`config.mk`:
```
export PLATFORM = sky130hd
export DESIGN_NAME = pipeline_ctrl
export DESIGN_NICKNAME = d
export VERILOG_FILES = /design/src/rtl/pipeline_ctrl_pkg.sv /design/src/rtl/pipeline_ctrl_sat_counter.sv /design/src/rtl/pipeline_ctrl.sv
export SDC_FILE = /design/constraint.sdc
export NUM_CORES = 1
export LEC_CHECK = 0
export BUFFER_PORTS_ARGS = -buffer_cell sky130_fd_sc_hd__clkbuf_2
export CAP_MARGIN = 20
export CORE_MARGIN = 2
export CORE_UTILIZATION = 50
export DETAILED_ROUTE_END_ITERATION = 10
export PLACE_DENSITY = 0.81
export SLEW_MARGIN = 40
export SYNTH_ARGS = -nofsm -noshare
export SYNTH_HDL_FRONTEND = slang
export SYNTH_SLANG_ARGS = --single-unit
export TNS_END_PERCENT = 100
```
`constraint.sdc`:
```
create_clock -name clk -period 3.3 [get_ports clk]
set_clock_uncertainty 0.2 [all_clocks]
set_input_delay 0.33 -clock clk [delete_from_list [all_inputs] [get_ports clk]]
set_output_delay 0.33 -clock clk [all_outputs]
set_load 0.05 [all_outputs]
```
`src/rtl/pipeline_ctrl_pkg.sv`:
```
// Shared types for the fetch front-end sequencer: FSM states, redirect sources
// ordered so that a larger encoding means higher priority, and the redirect record.
package pipeline_ctrl_pkg;

  typedef enum logic [1:0] {
    BOOT = 2'd0,
    RUN  = 2'd1,
    HALT = 2'd2
  } state_e;

  typedef enum logic [1:0] {
    SRC_NONE   = 2'd0,
    SRC_JUMP   = 2'd1,
    SRC_BRANCH = 2'd2,
    SRC_TRAP   = 2'd3
  } redirect_src_e;

  typedef struct packed {
    redirect_src_e src;
    logic [31:0]   addr;
  } redirect_t;

  localparam redirect_t REDIRECT_NONE = '{src: SRC_NONE, addr: 32'h0};

  // Fixed-priority pick among same-cycle requests; losers are simply discarded.
  function automatic redirect_t pick_request(
    input logic        trap,
    input logic [31:0] trap_addr,
    input logic        branch,
    input logic [31:0] branch_addr,
    input logic        jump,
    input logic [31:0] jump_addr
  );
    redirect_t r;
    r = REDIRECT_NONE;
    if (trap) begin
      r.src  = SRC_TRAP;
      r.addr = trap_addr;
    end else if (branch) begin
      r.src  = SRC_BRANCH;
      r.addr = branch_addr;
    end else if (jump) begin
      r.src  = SRC_JUMP;
      r.addr = jump_addr;
    end
    return r;
  endfunction

endpackage

```
`src/rtl/pipeline_ctrl_sat_counter.sv`:
```
// Saturating up-counter with enable and asynchronous active-low clear.
module sat_counter #(
  parameter int CNT_W = 16
) (
  input  logic             clk,
  input  logic             rst,
  input  logic             en,
  output logic [CNT_W-1:0] count
);

  function automatic logic [CNT_W-1:0] sat_inc(input logic [CNT_W-1:0] v);
    return (&v) ? v : v + 1'b1;
  endfunction

  always_ff @(posedge clk or negedge rst) begin
    if (!rst) begin
      count <= '0;
    end else if (en) begin
      count <= sat_inc(count);
    end
  end

endmodule

```
`src/rtl/pipeline_ctrl.sv`:
```
// Fetch front-end sequencer: boot/halt FSM, redirect arbitration with a one-entry
// pending buffer for redirects raised while fetch is stalled, stall/flush generation.
module pipeline_ctrl
  import pipeline_ctrl_pkg::*;
#(
  parameter int BOOT_CYCLES = 2,
  parameter int CNT_W       = 16
) (
  input  logic             clk,
  input  logic             rst,
  input  logic             trap_req,
  input  logic [31:0]      trap_addr,
  input  logic             ex_branch_taken,
  input  logic [31:0]      ex_branch_addr,
  input  logic             id_jump,
  input  logic [31:0]      id_jump_addr,
  input  logic             imem_wait,
  input  logic             dmem_wait,
  input  logic             load_use_hazard,
  input  logic             halt_req,
  input  logic             resume_req,
  output logic             fetch_valid,
  output logic             fetch_stall,
  output logic             fetch_branch,
  output logic [31:0]      fetch_branch_addr,
  output logic             stall_id,
  output logic             stall_ex,
  output logic             flush_id,
  output logic             flush_ex,
  output logic             halted,
  output logic [CNT_W-1:0] redirect_count,
  output logic [CNT_W-1:0] stall_count
);

  localparam int             BW        = $clog2(BOOT_CYCLES + 1);
  localparam logic [BW-1:0]  BOOT_LAST = BW'(BOOT_CYCLES - 1);

  state_e        state;
  logic [BW-1:0] boot_cnt;
  redirect_t     pending;

  redirect_t     new_req;
  redirect_t     sel;
  logic          run;
  logic          stall_raw;
  logic          req_any;
  logic          use_new;
  logic          redirect_en;
  logic          stall_en;

  // Arbitration and per-stage controls, all combinational for zero-latency delivery
  always_comb begin
    new_req   = pick_request(trap_req, trap_addr, ex_branch_taken, ex_branch_addr,
                             id_jump, id_jump_addr);
    req_any   = trap_req | ex_branch_taken | id_jump;
    run       = (state == RUN);
    stall_raw = imem_wait | dmem_wait | load_use_hazard;
    use_new   = (new_req.src != SRC_NONE) && (new_req.src >= pending.src);
    sel       = use_new ? new_req : pending;

    fetch_stall       = run & stall_raw;
    fetch_branch      = run & ~stall_raw & (sel.src != SRC_NONE);
    fetch_branch_addr = fetch_branch ? sel.addr : 32'h0;

    flush_id = run & (new_req.src != SRC_NONE);
    flush_ex = run & ((new_req.src == SRC_TRAP) | (new_req.src == SRC_BRANCH) |
                      (load_use_hazard & ~dmem_wait));
    // A flush takes precedence over holding the same register.
    stall_id = run & (dmem_wait | load_use_hazard) & ~flush_id;
    stall_ex = run & dmem_wait & ~flush_ex;

    redirect_en = fetch_branch & ~fetch_stall;
    stall_en    = run & fetch_stall;
  end

  // Sequencer state, pending redirect and registered state decodes
  always_ff @(posedge clk or negedge rst) begin
    if (!rst) begin
      state       <= BOOT;
      boot_cnt    <= '0;
      pending     <= REDIRECT_NONE;
      fetch_valid <= 1'b0;
      halted      <= 1'b0;
    end else begin
      case (state)
        BOOT: begin
          if (boot_cnt == BOOT_LAST) begin
            state       <= RUN;
            fetch_valid <= 1'b1;
          end else begin
            boot_cnt <= boot_cnt + 1'b1;
          end
        end
        RUN: begin
          if (stall_raw) begin
            if (use_new) begin
              pending <= new_req;
            end
          end else begin
            pending <= REDIRECT_NONE;
          end
          if (halt_req && !req_any && (pending.src == SRC_NONE)) begin
            state       <= HALT;
            fetch_valid <= 1'b0;
            halted      <= 1'b1;
          end
        end
        HALT: begin
          if (trap_req) begin
            pending <= '{src: SRC_TRAP, addr: trap_addr};
          end
          if (trap_req || resume_req) begin
            state       <= RUN;
            fetch_valid <= 1'b1;
            halted      <= 1'b0;
          end
        end
        default: begin
          state       <= BOOT;
          fetch_valid <= 1'b0;
          halted      <= 1'b0;
        end
      endcase
    end
  end

  sat_counter #(.CNT_W(CNT_W)) u_redirect_cnt (
    .clk   (clk),
    .rst   (rst),
    .en    (redirect_en),
    .count (redirect_count)
  );

  sat_counter #(.CNT_W(CNT_W)) u_stall_cnt (
    .clk   (clk),
    .rst   (rst),
    .en    (stall_en),
    .count (stall_count)
  );

endmodule

```
* Yosys cells after proc, flatten, opt, wreduce, memory -nomap -nowiden
Index checks and enable logic that the tools add are counted.
** Cells by class
- Add/sub/neg operators :: 3
- Multiply operators :: 0
- Divide/modulo/power cells :: 0
- Order comparisons :: 1
- Eq/ne operators :: 9
- Shift operators :: 0
- Muxes and demuxes :: 19
- Bitwise logic cells :: 28
- Reduce and logical (&&, ||, !) cells :: 18
** Operators with widths (number)
- 34-bit 2-to-1 mux :: 5
- 34-bit one-hot mux with 2 select lines :: 1
- 33-bit 2-to-1 mux :: 1
- 16-bit by 1-bit adder with 16-bit output (second input constant) :: 2
- 32-bit 2-to-1 mux :: 1
- 16-bit AND reduction :: 2
- 1-bit bitwise AND :: 12
- 1-bit NOT :: 9
- 2-bit AND reduction :: 4
- 1-bit bitwise OR :: 7
- 2-bit equality test (second input constant) :: 3
- 2-bit 2-to-1 mux :: 3
- 2-bit != test (second input constant) :: 3
- 1-bit one-hot mux with 3 select lines :: 2
- 2-bit one-hot mux with 3 select lines :: 1
- 3-bit AND reduction :: 2
- 2-bit nonzero test :: 3
- 1-bit 2-to-1 mux :: 5
- 2-bit by 1-bit equality test with 1-bit output (second input constant) :: 2
- 2-bit logical NOT :: 2
- 1-bit logical AND :: 3
- 2-bit by 1-bit adder with 2-bit output (second input constant) :: 1
- 2-bit >= comparator :: 1
- 2-bit by 1-bit != test with 1-bit output (second input constant) :: 1
- other kinds (2) :: 2
** Word-level totals
- Bits in registers :: 72
- Bits in latches :: 0
- Memory bits (writable) :: 0
- ROM bits :: 0
- Bits of input ports :: 106
- Output and inout bits :: 72
- Logic and storage cells :: 86
- Memories :: 0

* Longest topological paths before layout
Gate-level depths: netlist of run 1.
- Depth in word-level cells :: 10
- Gate-level depth with buffers :: 13

* By module
A second synthesis of run 1 with hierarchy kept.
** Unflattened totals
- Cell total of the unflattened synthesis :: 524
- Area, all modules :: 4917.2 µm²
** Modules (own cells, without submodules)
- pipeline_ctrl :: times used 1, cells each 374, area an instance 3235.6 µm², seq. area each 1001.0 µm²
- sat_counter :: times used 2, cells each 75, area an instance 840.8 µm², seq. area each 400.4 µm²

* Least setup slack after synthesis of run 1
OpenSTA, ideal clock, no wires.
- Path kind :: input port to output port
- Start :: in ex_branch_taken
- End :: out fetch_branch_addr[31]
- Arrival time :: 2.698 ns
- Data required time :: 2.770 ns
- Setup slack :: 0.072 ns
- Stages on the path :: 11
- Buffers on the path :: 4
- Path through :: buf_4 clkbuf_1 buf_2 nor2_1 inv_1 ha_1 nor2_1 a311oi_4 buf_6 mux2i_1 nor2_1
** On the way
- Cells in the longest elaborated chain, start to end :: 8
- Elaborated cells between the ends (all ways) :: 9
** Ends and longest elaborated chain
- start, declared :: line pipeline_ctrl.sv:13 : input logic ex_branch_taken,
- 34-bit 2-to-1 mux * :: line pipeline_ctrl_pkg.sv:39 : end else if (branch) begin
- 34-bit 2-to-1 mux * :: line pipeline_ctrl_pkg.sv:36 : if (trap) begin
- 2-bit >= comparator or 2-bit nonzero test (tied branches) :: line pipeline_ctrl.sv:58 : use_new = (new_req.src != SRC_NONE) && (new_req.src >= pending.src);
- 1-bit logical AND :: line pipeline_ctrl.sv:58
- 34-bit 2-to-1 mux *
- 2-bit nonzero test :: line pipeline_ctrl.sv:62 : fetch_branch = run & ~stall_raw & (sel.src != SRC_NONE);
- 1-bit bitwise AND :: line pipeline_ctrl.sv:62
- 32-bit 2-to-1 mux * :: line pipeline_ctrl.sv:63 : fetch_branch_addr = fetch_branch ? sel.addr : 32'h0;
- end, declared :: line pipeline_ctrl.sv:25 : output logic [31:0] fetch_branch_addr,
Every way passes the cells marked *; elsewhere a longest branch is shown, timed or not.

* Worst setup path after layout of run 1
- Start :: in trap_req
- End :: out fetch_branch_addr[2]
** On the way
- Cells in the longest elaborated chain, start to end :: 7
- Elaborated cells between the ends (all ways) :: 8
** Ends and longest elaborated chain
- start, declared :: line pipeline_ctrl.sv:11 : input logic trap_req,
- 34-bit 2-to-1 mux * :: line pipeline_ctrl_pkg.sv:36
- 2-bit >= comparator or 2-bit nonzero test (tied branches) :: line pipeline_ctrl.sv:58
- 1-bit logical AND :: line pipeline_ctrl.sv:58
- 34-bit 2-to-1 mux *
- 2-bit nonzero test :: line pipeline_ctrl.sv:62
- 1-bit bitwise AND :: line pipeline_ctrl.sv:62
- 32-bit 2-to-1 mux * :: line pipeline_ctrl.sv:63
Marks and branches as above.

==> results of run 1 <==
## power by group
part | total, mW | leakage [nW] | internal [mW] | switching [mW]
clock | 0.749 | 0.103 | 0.423 | 0.326
sequential | 1.42 | 0.894 | 1.18 | 0.236
combinational | 1.98 | 1.93 | 0.762 | 1.22
total | 4.15 | 2.93 | 2.37 | 1.78
## final cells by class
class | instances | area [um^2]
clock buffers | 10 | 128
clock inverters | 5 | 81.3
fillers | 850 | 3300
inverters | 7 | 26.3
multi-input cells | 448 | 2830
flip-flops and latches | 72 | 1800
well taps | 129 | 161
repair buffers | 190 | 1000
## cell usage after synthesis, types with 3 or more instances
cell         n
a21oi_1    112
nor2_1      78
dfrtp_1     72
nor2b_1     35
a2bb2oi_1   32
clkbuf_1    32
mux2i_1     32
nand3b_1    32
nand2_1     25
xnor2_1     19
nand3_1     11
and3_1       9
and4_1       9
nand4_1      8
o21ai_0      8
inv_1        6
xor2_1       6
buf_2        5
buf_6        4
ha_1         4
nand2b_1     4
and2_1       3
## what timing repair did
action,in CTS,in global routing
hold endpoints to repair,72,0
hold buffers,1,0
setup buffers,0,0
## worst paths after layout
check | startpoint | end | depth (start not counted)
setup / recovery | trap_req | fetch_branch_addr[2] | 8
setup reg to reg | pending[33]$_DFFE_PN0P_ | u_redirect_cnt.count[14]$_DFFE_PN0P_ | 8
hold reg to reg | boot_cnt[1]$_DFFE_PN0P_ | boot_cnt[1]$_DFFE_PN0P_ | 2
max in group asynchronous | rst | pending[32]$_DFFE_PN0P_ | 2
hold / removal | trap_addr[26] | pending[26]$_DFFE_PN0P_ | 3
min in group asynchronous | rst | u_stall_cnt.count[9]$_DFFE_PN0P_ | 2
## critical path: stages
cell and delay, ns:
clkbuf_2 0.09, buf_4 0.50, nor2_1 0.17, a311oi_4 0.33, buf_4 0.38, mux2i_1 0.32
nor2_1 0.08, clkbuf_2 0.24
## sequential cells by signal (all words and copies together) (netlist names)
| signal | count |
|---|---|
| pending | 34 |
| u_redirect_cnt.count | 16 |
| u_stall_cnt.count | 16 |
| boot_cnt | 2 |
| state | 2 |
| fetch_valid | 1 |
| halted | 1 |
## stage by stage
step	hold WS, ns	power, mW
final	0.107	4.15
after global routing	0.119	4.42
after CTS	0.0986	4.18
after detailed placement	0.190	3.42
after global placement	0.266	3.35
after floorplan	-0.166	2.95
## per-layer routing
metal / global-route usage [%] / vias to the layer above
met4: 9.64 / 0
met2: 41.5 / 149
met1: 33.1 / 2270
met5: 0 / -
li1: - / 2334
met3: 3.86 / 23
## logic make-up after synthesis
family	synth area share (%)
and+or+nand+nor	25.5
xor gates and xnor gates	4.51
AOI/OAI and AO/OA	19.7
adders and majority gates	1.03
DFF	37.1
muxes	7.29
buffers and inverters	4.84
==> reports/results.ini, run 1 <==
[outcome]
status=finished clean

[sta]
fin_crit_ns=3.02
tns_ns=0
setup_viol=0
rsz0062_at_grt=no
finalHoldViolCount=0
relSlewSlack_pct=56.0
drv_slew=0
timing.fmax_mhz=332
setup_slack_ns=0.283
tightest_slew_ns=0.661
period_share_pct=91.4

[clock_tree]
htreeDepth=3
cts.sink_count=72
clock_path_buffers=2
clk_pin_slew_ns=0.08
cts-root-buf=clkbuf_8
cts_resized=0
cts_tree=done
numCtsBuffers=9
clock_latency_ns=0.34

[critical_path]
crit_required_ns=2.77
critPathCaptureType=primary output
cp_max_fo=72
critPathKind=in2out
cp.arrival_ns=2.49
reg2reg_slack_ns=0.71
startpoint_type=input port

[cells_and_area]
fin_cells=861
final_cell_mix=176 x clkbuf_2, 112 x a21oi_1, 78 x nor2_1
post-route-util_pct=64.7
area_growth_pct=24.1
insertedDiodeCount=0
final_area_um2=6030
layout_commonest_cell=clkbuf_2
drive_gt1_share_pct=29.6
nets=838

[placed_design]
dpl-instance-area_um2=5810
gp_congestion=0.907
place_worst_setup_slack_ns=0.320
dp.cells=845
io_buffers=177
dp_hpwl_um=10000

[synth]
synthArstFlopShare_pct=100
netlist_instances=571
netlist_area_um2=4860
yosysTopAreaCell=dfrtp_1
synth_ff_type=dfrtp_1
synth-edff-count=0
syn_area_per_cell_um2=8.51
ys_seq_area_share_pct=37.1
synth_fp_nets=681
yosys-top-cells-area=dfrtp_1 37%, a21oi_1 12%, mux2i_1 6.6%
yosys_warnings=0
synth_cell_type_count=45
synth_top_area_share_pct=37.1
ys_seq_elements=72

[detailed_routing]
avgViaCountPerCell=5.55
ant_nets=0
dr.pass1.iters=4
top_layer_used=met4
drc=0
drt_iter0_drc=302
routed_wl_um=13400
via_count=4776
wl_met2_um=6630
wire_per_inst_um=15.6
met3_length_um=783
met1_length_um=5720

[pwr]
p_per_area_nw_per_um2=688
power_leakage_nw=2.93
ir_worst_vdd_uv=478

[flow_run]
drv_cap=0

[grt]
antenna_found_initial=0
grt.total_usage_pct=25.0
grt_pass1_vias=4544
gr-total-overflow=0
grt_pass1_wl_um=20900
grt_max_degree=73

[floorplanning]
core_um2=9330
ioPinCount=178
start_util_pct=52.1
fp-row-count=35
die_h_um=103
die_area_um2=10500
die_x_um=103

[min_path]
hp-class=in2reg

No activity file was read; power rests on OpenSTA's default activity.
==> run 2: changes to the inputs <==
CELL_PAD_IN_SITES_DETAIL_PLACEMENT = 0   (was unset)
CELL_PAD_IN_SITES_GLOBAL_PLACEMENT = 1   (was unset)
CORE_UTILIZATION = 36   (was 50)
PLACE_DENSITY = unset   (was 0.81)
PLACE_DENSITY_LB_ADDON = 0.1   (was unset)
==> reports/results.ini, run 2 (synthesized netlist as in run 1, its figures left out) <==
[outcome]
status=finished clean

[grt]
grt_max_degree=73
grt_pass1_vias=4363
antenna_found_initial=0
gr-total-overflow=0
grt_pass1_wl_um=22400
grt.total_usage_pct=19.2

[flow_run]
drv_cap=0

[detailed_routing]
top_layer_used=met4
drt_iter0_drc=213
met1_length_um=6280
met3_length_um=915
wl_met2_um=6870
avgViaCountPerCell=5.18
ant_nets=0
drc=0
routed_wl_um=14200
wire_per_inst_um=15.6
dr.pass1.iters=4
via_count=4699

[sta]
period_share_pct=92.9
tightest_slew_ns=0.745
rsz0062_at_grt=no
setup_slack_ns=0.234
timing.fmax_mhz=326
relSlewSlack_pct=50.3
fin_crit_ns=3.07
finalHoldViolCount=0
drv_slew=0
tns_ns=0
whs_ns=0.109
setup_viol=0

[floorplanning]
fp-row-count=42
die_x_um=120
ioPinCount=178
start_util_pct=36.8
die_area_um2=14400
core_um2=13200
die_h_um=120

[cells_and_area]
post-route-util_pct=47.1
insertedDiodeCount=0
largest_register=pending
final_cell_mix=176 x clkbuf_2, 112 x a21oi_1, 78 x nor2_1
top_regs=pending (34), u_redirect_cnt.count (16), u_stall_cnt.count (16)
area_growth_pct=27.9
layout_commonest_cell=clkbuf_2
n_fill_cell=1294
drive_gt1_share_pct=29.8
nets=837
largest_reg_flops=34

[clock_tree]
clk_pin_slew_ns=0.06
htreeDepth=3
numCtsBuffers=9
clock_path_buffers=2
clock_latency_ns=0.34
cts-root-buf=clkbuf_16
cts.sink_count=72
cts_tree=done

[critical_path]
startpoint_type=input port
cp.arrival_ns=2.54
r2r_cells=8
cp_max_fo=72
critPathCaptureType=primary output
crit_required_ns=2.77
critPathKind=in2out

[placed_design]
io_buffers=177
place_worst_setup_slack_ns=0.248
gp_congestion=0.837
dp_hpwl_um=9840

[pwr]
p_per_area_nw_per_um2=719
ir_worst_vdd_uv=514
power_leakage_nw=2.99

[min_path]
hp-class=in2reg
min_path_cells=3

[run 2: cell type report]
| cell class | count | area, um^2 | area share (%) |
|---|---|---|---|
| clock buffers | 9 | 225 | 3.62 |
| clock inverters | 7 | 104 | 1.67 |
| inverters | 7 | 26.3 | 0.423 |
| multi-input cells | 448 | 2830 | 45.5 |
| flip-flops and latches | 72 | 1800 | 29.0 |
| well taps | 176 | 220 | 3.54 |
| repair buffers | 189 | 1010 | 16.2 |
[run 2: timing repair]
item / in CTS / in global routing
setup endpoints to repair: 0 / 0
endpoints found under the hold margin: 72 / 0
gates resized for setup: 0 / 0
hold buffers: 1 / 0
setup buffers: 0 / 0
[run 2: final timing paths]
path / slack [ns] / from / endpoint
setup / recovery: 0.23 / trap_req / fetch_branch_addr[20]
hold / removal: 0.11 / trap_addr[8] / pending[8]$_DFFE_PN0P_
setup reg to reg: 0.84 / pending[33]$_DFFE_PN0P_ / pending[20]$_DFFE_PN0P_
hold reg to reg: 0.28 / boot_cnt[1]$_DFFE_PN0P_ / boot_cnt[1]$_DFFE_PN0P_
max in group asynchronous: 2.04 / rst / pending[12]$_DFFE_PN0P_
min in group asynchronous: 0.38 / rst / u_stall_cnt.count[12]$_DFFE_PN0P_
[run 2: power breakdown]
group | total, mW | switching [mW] | internal (mW)
clock network | 1.06 | 0.393 | 0.669
registers | 1.42 | 0.232 | 1.18
logic | 1.99 | 1.22 | 0.771
[run 2: worst max-delay path: stages]
cell and delay (ns):
clkbuf_2 0.09, buf_4 0.54, nor2_1 0.18, a311oi_4 0.42, buf_12 0.30, mux2i_1 0.30
nor2_1 0.08, clkbuf_2 0.24
[run 2: metal layers]
| metal | up-vias | global-route usage, % |
|---|---|---|
| met1 | 2224 | 24.6 |
| met5 | - | 0 |
| met3 | 11 | 4.76 |
| li1 | 2340 | - |
| met2 | 124 | 32.5 |
| met4 | 0 | 5.07 |
[run 2: metrics by stage]
stage | area (um^2) | instances | total power [mW]
detailed placement | 5880 | 891 | 3.43
global route | 6210 | 908 | 4.76
finish | 6210 | 908 | 4.47
global placement | 5870 | 891 | 3.40
CTS | 6210 | 908 | 4.52
floorplan | 4860 | 571 | 2.95
==> run 3: changes to the inputs <==
GPL_TIMING_DRIVEN = 0   (was unset)
==> reports/results.ini, run 3 (synthesized netlist as in run 1, its figures left out) <==
[detailed_routing]
routed_wl_um=15200
avgViaCountPerCell=5.19
dr.pass1.iters=5
wire_per_inst_um=16.1
drc=0
via_count=4883
drt_iter0_drc=191
ant_nets=0

[floorplanning]
die_x_um=120
die_area_um2=14400
start_util_pct=36.8
die_h_um=120
ioPinCount=178
core_um2=13200
fp-row-count=42

[cells_and_area]
largest_reg_flops=34
nets=870
final_area_um2=6590
post-route-util_pct=50.0
layout_commonest_cell=clkbuf_2
insertedDiodeCount=0
multi_input_area_um2=2890
drive_gt1_share_pct=31.5
largest_register=pending
top_regs=pending (34), u_redirect_cnt.count (16), u_stall_cnt.count (16)
final_cell_mix=143 x clkbuf_2, 112 x a21oi_1, 72 x dfrtp_1
n_fill_cell=1331
seqCellArea_um2=1800
area_growth_pct=35.6
fin_cells=941

[sta]
period_share_pct=96.3
relSlewSlack_pct=56.1
drv_slew=0
whs_ns=0.117
rsz0062_at_grt=yes
fin_crit_ns=3.18
timing.fmax_mhz=315
finalHoldViolCount=0
tightest_slew_ns=0.656
setup_viol=0

[min_path]
hp-class=in2reg
worstHoldStart=trap_addr[1]
holdPathEnd=pending[1]$_DFFE_PN0P_
min_path_cells=3

[grt]
grt_pass1_wl_um=23900
antenna_found_initial=0
grt.total_usage_pct=20.9
gr-total-overflow=0
grt_max_degree=66
grt_pass1_vias=4758

[critical_path]
path_delay_family=buffers and inverters
path_cells=buf_4 > buf_2 > buf_4 > nor2_2 > inv_1 > ha_2 > nor2_2 > a311oi_4 > buf_4 > buf_6 > mux2i_1 > nor2_2 > clkbuf_8
critPathCaptureType=primary output
reg2reg_to=u_stall_cnt.count[9]$_DFFE_PN0P_
cp.arrival_ns=2.65
critPathSlowestCell=ha_2
critical-path-max-stage-delay_ns=0.34
path_buf_inv=7
startpoint_type=input port
cp_max_fo=10
crit_required_ns=2.77
r2r_cells=6
r2r_start=u_stall_cnt.count[0]$_DFFE_PN0P_
critPathKind=in2out
reg2reg_slack_ns=0.93

[pwr]
seqPwrFrac_pct=30.2
power_frac_clock_pct=23.6
comb_power_share_pct=46.2
intPower_mw=2.81
p_per_area_nw_per_um2=714
fin_total_pwr_mw=4.71
power_leakage_nw=3.06
switching_share_pct=40.3
p_switching_mw=1.89
ir_worst_vdd_uv=435

[clock_tree]
clock_path_buffers=2
clock_latency_ns=0.33
cts_tree=done
cts-root-buf=clkbuf_16
htreeDepth=3
cts.sink_count=72
numCtsBuffers=9
clk_pin_slew_ns=0.06

[flow_run]
drv_cap=0

[placed_design]
dpl-instance-area_um2=5990
dp.cells=922
dp_hpwl_um=11400
gp_congestion=0.829
io_buffers=174

[outcome]
status=finished clean

==> run 3: cell types whose count changed in the layout (fill, tap and decap cells not counted), moves of 2 or more <==
cell      delta
nor2_2      +12
clkbuf_1    +28
clkbuf_4     +8
mux2i_2      +7
clkinv_4     -4
nor2_1      -12
mux2i_1      -8
clkinv_2     +2
buf_12       -2
clkbuf_2    -33
buf_2        +6
buf_6        +4
clkbuf_8    +12
buf_4        +8
==> run 3: layer usage <==
layer  part of all wire [%]  global-route usage [%]  vias up
met4                    1.2                    7.06        0
met1                     44                    26.6     2323
met2                     49                    35.7      143
met5                      0                       0        -
met3                    6.2                    3.58       14
li1                       -                       -     2403
==> run 3: worst min-delay path, stage by stage <==
cell	delay, ns
clkbuf_2	0.09
a2bb2oi_1	0.05
a21oi_1	0.13
==> run 3: how the worst max path moves through the flow <==
stage	from	to	slack [ns]	depth (start not counted)
final	ex_branch_taken	fetch_branch_addr[12]	0.12	13
after global routing	ex_branch_taken	fetch_branch_addr[3]	-0.007	13
after CTS	ex_branch_taken	fetch_branch_addr[16]	0.002	12
after detailed placement	ex_branch_taken	fetch_branch_addr[3]	-0.32	12
after global placement	ex_branch_taken	fetch_branch_addr[3]	-0.30	12
after floorplan	ex_branch_taken	fetch_branch_addr[31]	0.07	11
==> run 3: layout make-up <==
| cell class | count | share of cell area (%) |
|---|---|---|
| buffer | 44 | 3.44 |
| sequential | 72 | 27.3 |
| timing repair buffer | 178 | 16.5 |
| clock inverter | 6 | 1.63 |
| tap | 176 | 3.34 |
| multi-input combinational | 448 | 43.9 |
| inverter | 7 | 0.399 |
| clock buffer | 10 | 3.47 |
==> run 3: repair_timing <==
item,4_1_cts,5_1_grt
pin swaps,1,1
setup endpoints to repair,32,32
hold buffers,1,0
gates resized for setup,47,49
hold endpoints to repair,72,0
buffers inserted,2,0
==> run 3: power by group through the flow <==
stage,Sequential (mW),Clock [mW],Combinational [mW]
after floorplan,1.65,0,1.31
after global placement,1.40,0,2.00
after detailed placement,1.42,0,2.04
after CTS,1.41,1.15,2.10
after global routing,1.46,1.19,2.35
final,1.42,1.11,2.17
==> run 3: through the flow <==
step / setup WS (ns) / setup TNS (ns)
3_3_place_gp: -0.305 / -9.01
2_1_floorplan: 0.0717 / 0
3_5_place_dp: -0.324 / -10.33
6_report: 0.123 / 0
4_1_cts: 0.00153 / 0
5_1_grt: -0.00663 / -0.0113
